**src/rtl/boot_pkg.sv**
```systemverilog
// Shared types and constants for the boot sequencer: FSM encoding, timing
// constants and counter widths.
package boot_pkg;

  typedef enum logic [2:0] {
    S_IDLE  = 3'd0,
    S_LOAD  = 3'd1,
    S_FLUSH = 3'd2,
    S_RUN   = 3'd3,
    S_ERR   = 3'd4
  } state_t;

  localparam int unsigned ADDR_W      = 8;
  localparam int unsigned DATA_W      = 32;
  localparam int unsigned CNT_W       = ADDR_W + 1;
  localparam int unsigned FLUSH_CYC   = 2;
  localparam int unsigned FCNT_W      = $clog2(FLUSH_CYC + 1);
  localparam int unsigned TIMEOUT_CYC = 1024;
  localparam int unsigned WDT_W       = $clog2(TIMEOUT_CYC);

endpackage

```
**src/rtl/boot_wdt.sv**
```systemverilog
// Idle watchdog for the load phase: counts cycles without a transfer and
// flags the cycle in which the next idle edge would reach TIMEOUT_CYC.
module boot_wdt
  import boot_pkg::*;
(
  input  logic clk,
  input  logic rst,
  input  logic clr,
  input  logic en,
  output logic expired
);

  logic [WDT_W-1:0] r_cnt;

  always_ff @(posedge clk) begin
    if (rst || clr) r_cnt <= '0;
    else if (en)    r_cnt <= r_cnt + WDT_W'(1);
  end

  assign expired = (r_cnt == WDT_W'(TIMEOUT_CYC - 1));

endmodule

```
**src/rtl/boot_seq.sv**
```systemverilog
// Boot sequencer: streams boot words into the instruction SRAM, flushes,
// then releases the core; aborts on boot_up loss and errors on idle timeout.
module boot_seq
  import boot_pkg::*;
(
  input  logic              clk,
  input  logic              rst,
  input  logic              boot_up,
  input  logic [7:0]        boot_len,
  input  logic              boot_valid,
  input  logic [DATA_W-1:0] boot_data,
  output logic              boot_ready,
  output logic              imem_web,
  output logic [ADDR_W-1:0] imem_addr,
  output logic [DATA_W-1:0] imem_datai,
  output logic              core_rst_n,
  output logic              PC_run,
  output logic              done,
  output logic              err
);

  state_t             r_state, w_next;
  logic               r_boot_up, r_rst_d;
  logic [CNT_W-1:0]   r_cnt, r_last;
  logic [FCNT_W-1:0]  r_fcnt;
  logic               r_boot_ready, r_web, r_core_rst_n, r_pc_run, r_done, r_err;
  logic [ADDR_W-1:0]  r_addr;
  logic [DATA_W-1:0]  r_datai;

  logic w_start, w_boot, w_xfer, w_abort, w_last, w_wr, w_expired;
  logic w_ready, w_web, w_core_rst_n, w_pc_run, w_done, w_err;

  // r_rst_d masks a boot_up that was already high across reset release
  assign w_start = boot_up & ~r_boot_up & ~r_rst_d;
  assign w_boot  = w_start & ((r_state == S_IDLE) | (r_state == S_RUN));
  assign w_xfer  = (r_state == S_LOAD) & boot_valid & r_boot_ready;
  assign w_abort = ~boot_up & ((r_state == S_LOAD) | (r_state == S_FLUSH));
  assign w_last  = w_xfer & (r_cnt == r_last);
  assign w_wr    = w_xfer & ~w_abort;

  boot_wdt u_wdt (
    .clk     (clk),
    .rst     (rst),
    .clr     ((r_state != S_LOAD) | w_xfer),
    .en      (r_state == S_LOAD),
    .expired (w_expired)
  );

  always_ff @(posedge clk) begin
    if (rst) r_state <= S_IDLE;
    else     r_state <= w_next;
  end

  always_comb begin
    w_next = r_state;
    case (r_state)
      S_IDLE:  if (w_start) w_next = S_LOAD;
      S_LOAD: begin
        if (w_abort)                  w_next = S_IDLE;
        else if (w_last)              w_next = S_FLUSH;
        else if (w_expired && !w_xfer) w_next = S_ERR;
      end
      S_FLUSH: begin
        if (w_abort)                             w_next = S_IDLE;
        else if (r_fcnt == FCNT_W'(FLUSH_CYC))   w_next = S_RUN;
      end
      S_RUN:   if (w_start) w_next = S_LOAD;
      S_ERR:   if (!boot_up) w_next = S_IDLE;
      default: w_next = S_IDLE;
    endcase
  end

  // Outputs follow the next state so they change on the same edge as the FSM
  always_comb begin
    w_ready      = (w_next == S_LOAD);
    w_web        = ~w_wr;
    w_core_rst_n = (w_next == S_RUN);
    w_pc_run     = (w_next == S_RUN);
    w_done       = (w_next == S_RUN);
    w_err        = (w_next == S_ERR);
  end

  always_ff @(posedge clk) begin
    if (rst) begin
      r_boot_up <= 1'b0;
      r_rst_d   <= 1'b1;
      r_cnt     <= '0;
      r_last    <= '0;
      r_fcnt    <= '0;
    end else begin
      r_boot_up <= boot_up;
      r_rst_d   <= 1'b0;
      if (w_boot) begin
        r_cnt  <= '0;
        r_last <= {1'b0, boot_len - 8'd1};
      end else if (w_wr) begin
        r_cnt  <= r_cnt + CNT_W'(1);
      end
      // The first FLUSH cycle carries the final write, so FLUSH lasts FLUSH_CYC+1
      if (r_state != S_FLUSH) r_fcnt <= '0;
      else                    r_fcnt <= r_fcnt + FCNT_W'(1);
    end
  end

  always_ff @(posedge clk) begin
    if (rst) begin
      r_boot_ready <= 1'b0;
      r_web        <= 1'b1;
      r_addr       <= '0;
      r_datai      <= '0;
      r_core_rst_n <= 1'b0;
      r_pc_run     <= 1'b0;
      r_done       <= 1'b0;
      r_err        <= 1'b0;
    end else begin
      r_boot_ready <= w_ready;
      r_web        <= w_web;
      r_core_rst_n <= w_core_rst_n;
      r_pc_run     <= w_pc_run;
      r_done       <= w_done;
      r_err        <= w_err;
      if (w_wr) begin
        r_addr  <= r_cnt[ADDR_W-1:0];
        r_datai <= boot_data;
      end
    end
  end

  assign boot_ready = r_boot_ready;
  assign imem_web   = r_web;
  assign imem_addr  = r_addr;
  assign imem_datai = r_datai;
  assign core_rst_n = r_core_rst_n;
  assign PC_run     = r_pc_run;
  assign done       = r_done;
  assign err        = r_err;

endmodule

```
**config.mk**
```make
export PLATFORM = sky130hd
export DESIGN_NAME = boot_seq
export DESIGN_NICKNAME = d
export VERILOG_FILES = /design/src/rtl/boot_pkg.sv /design/src/rtl/boot_wdt.sv /design/src/rtl/boot_seq.sv
export SDC_FILE = /design/constraint.sdc
export NUM_CORES = 1
export LEC_CHECK = 0
export CORE_ASPECT_RATIO = 1.2
export CORE_MARGIN = 2
export CORE_UTILIZATION = 44
export CTS_BUF_LIST = sky130_fd_sc_hd__clkbuf_8
export CTS_CLUSTER_SIZE = 16
export DETAILED_ROUTE_END_ITERATION = 10
export PLACE_DENSITY_LB_ADDON = 0.3
export SLEW_MARGIN = 10
export SYNTH_ARGS = -nofsm -noshare
export SYNTH_HDL_FRONTEND = slang
export SYNTH_SLANG_ARGS = --single-unit
```
**constraint.sdc**
```tcl
create_clock -name clk -period 1.8 [get_ports clk]
set_input_delay 0.36 -clock clk [delete_from_list [all_inputs] [get_ports clk]]
set_output_delay 0.36 -clock clk [all_outputs]
set_load 0.03 [all_outputs]
```
==> out/qor.csv <==
metric,value,unit
top-area cell type share of the netlist area,0.4937,
fill count,575,
largest net degree at the start of global routing,43,
GRT overflow,0,
final WL,6871,µm
CTS clock-pin slew for the worst setup and hold paths,0.08,ns
die area,0.007886,mm²
Mapped Area,0.003163,mm²
postcts setup bufs,0,
Synth Instances,376,
largest cells by area after synthesis,"dfxtp_1 49%, nand2_1 11%, a21oi_1 7.8%, xor2_1 3.9%, nor2_1 3.1%",
syn nets,424,
Commonest cells post-synth,"93 x nand2_1, 78 x dfxtp_1, 49 x a21oi_1",
first-pass GRT wire length,11260,µm
die width,81.40,µm
Clock Skews,0.008148,ns
final setup fails,0,
Routed wire per std cell,12.18,µm
"Slew Viols, Final",0,
Startpoint Class,flop,
crit path max fanout,2,
synth warn,0,
Clock Tree Root,clkbuf_8,
Final HPWL DP,4865,µm
Buf/Inv on CP,1,
pwr dens,769.7,mW/mm²
Skew-Pair Late Insertion Delay,0.35,ns
Worst setup EP type,primary output,
1st-iter DRT viols,122,
#FFs+latches synth,78,
Final Hold Viols,0,
Antenna diodes,0,
Core ar.,0.006895,mm²
P&R area growth vs syn,40.90,%
Post-synth ARST share,0,
final core occ,0.6463,
RSZ-0062 raised after global routing,false,
GR Util All Layers,0.1784,
CP Cell Sequence,clkdlybuf4s50_1,
layout net count,520,
Port Buf Inserts,89,
antenna violations before repair,0,
H-tree Lvls,3,
fin crit share,0.9669,
Ports,90,
DRC Markers,0,
Crit Path Category,reg2out,
cts bufs inserted,9,
Syn Area/Cell,8.412,µm²
Most used DFF post-synth,dfxtp_1,
height of the die,96.88,µm
Post-synth EDFFs,0,
hold crit path type,in2reg,
Tmin final,1.740,ns
DR pass1 iterations,4,
kind of cell adding the most delay to the critical path,buffers and inverters,
vias,2851,
clk buf depth,2,
Initial Util,0.4587,
clk sink count,78,
Synth area leader,dfxtp_1,
outcome,"finished, final reports clean",
Overall Power,3.430,mW
VDD IR-drop max,0.0004188,V
Routed Antenna Nets,0,
P_leak,1.581,nW
WHS,0.3903,ns
max cap viols,0,
# rows,33,
register area share after synthesis,0.4937,
CP required,1.44,ns
"Arr. time, crit path",1.38,ns
gpl congestion,0.8271,
TritonCTS clock tree,built,
max incr delay on CP,0.68,ns
Post-CTS Hold Fix Bufs,0,
Via-to-Cell Ratio,5.055,
fmax,574.6,MHz
slowest CP cell,clkdlybuf4s50_1,
worst-margin pin slew,0.4346,ns
share of layout cells above drive strength 1,0.09015,
number of global-route vias before repair,2682,
Synth cell types,40,
top-count cell post-synth,nand2_1,
Slew headroom,0.7103,
-- what timing repair did --
item	4_1_cts	5_1_grt
pin swaps	0	1
resized for setup	1	4
setup endpoints to repair	1	2
gates cloned	0	0
-- path summary, 6_finish.rpt --
kind | start | to | slack, ns | cells after the start
max | imem_datai[20] | imem_datai[20] | 0.06 | 1
min | rst | r_rst_d | 0.39 | 2
max reg2reg | u_wdt.r_cnt[1] | boot_ready | 0.11 | 5
min reg2reg | r_fcnt[0] | r_fcnt[0] | 0.43 | 1
-- layer usage --
| metal | up-vias | global-route usage | share of wire |
|---|---|---|---|
| li1 | 1453 | - | - |
| met1 | 1295 | 0.1996 | 0.43 |
| met2 | 92 | 0.3071 | 0.47 |
| met3 | 11 | 0.05784 | 0.085 |
| met4 | 0 | 0.06649 | 0.016 |
| met5 | - | 0 | 0 |
-- sequential cells by signal, summed over array words and instances (netlist names) --
register / cells
r_fcnt: 2
r_cnt: 9
imem_web: 1
imem_datai: 32
done: 1
r_boot_up: 1
r_last: 8
boot_ready: 1
r_state: 3
err: 1
u_wdt.r_cnt: 10
imem_addr: 8
r_rst_d: 1
-- final cells by class --
type | instances | area (µm²) | area share
inverters | 7 | 26.28 | 0.005896
clock inverters | 6 | 86.33 | 0.01937
multi-input cells | 268 | 1480 | 0.3321
flip-flops and latches | 78 | 1563 | 0.3506
clock buffers | 10 | 137.6 | 0.03088
repair buffers | 108 | 1055 | 0.2367
well taps | 87 | 108.9 | 0.02442
-- through the flow --
stage	instance area [µm²]	worst slack [ns]	std cells	setup TNS, ns
after floorplan	3163	0.04414	376	0
after CTS	4443	0.01692	564	0
final	4457	0.05966	564	0
after detailed placement	4220	-0.2984	548	-10.76
after global placement	4220	-0.2529	548	-9.084
after global routing	4457	0.003856	564	0
-- cells in the final DEF (no fill, tap or decap), types with 5 or more instances in the layout --
master	synthesis	routed
a21oi_1	49	49
dfxtp_1	78	77
xnor2_1	9	9
nor4_1	7	7
clkbuf_8	0	10
or4_1	6	5
clkdlybuf4s50_1	0	86
nand2b_1	6	6
inv_1	7	8
xor2_1	14	14
buf_4	3	17
a211oi_1	7	7
nand3_1	7	7
nor2_1	26	26
nand2_1	93	93
-- power by group --
group	switching, mW	internal, mW
registers	0.0153	1.74
logic	0.0960	0.136
clock network	0.623	0.816
-- cells by family (layout without fill, tap and decap cells) --
family / after synthesis / after routing / share of synthesized area
AND/OR/NAND/NOR: 173 / 173 / 0.2627
buffers and inverters: 30 / 131 / 0.04154
XOR/XNOR: 23 / 23 / 0.06369
AO/OA/AOI/OAI: 67 / 67 / 0.1191
flip-flops: 78 / 78 / 0.4937
multiplexers: 1 / 1 / 0.003560
adder cells (fa/ha/maj): 4 / 4 / 0.01582
(Power assumes the default switching activity.)
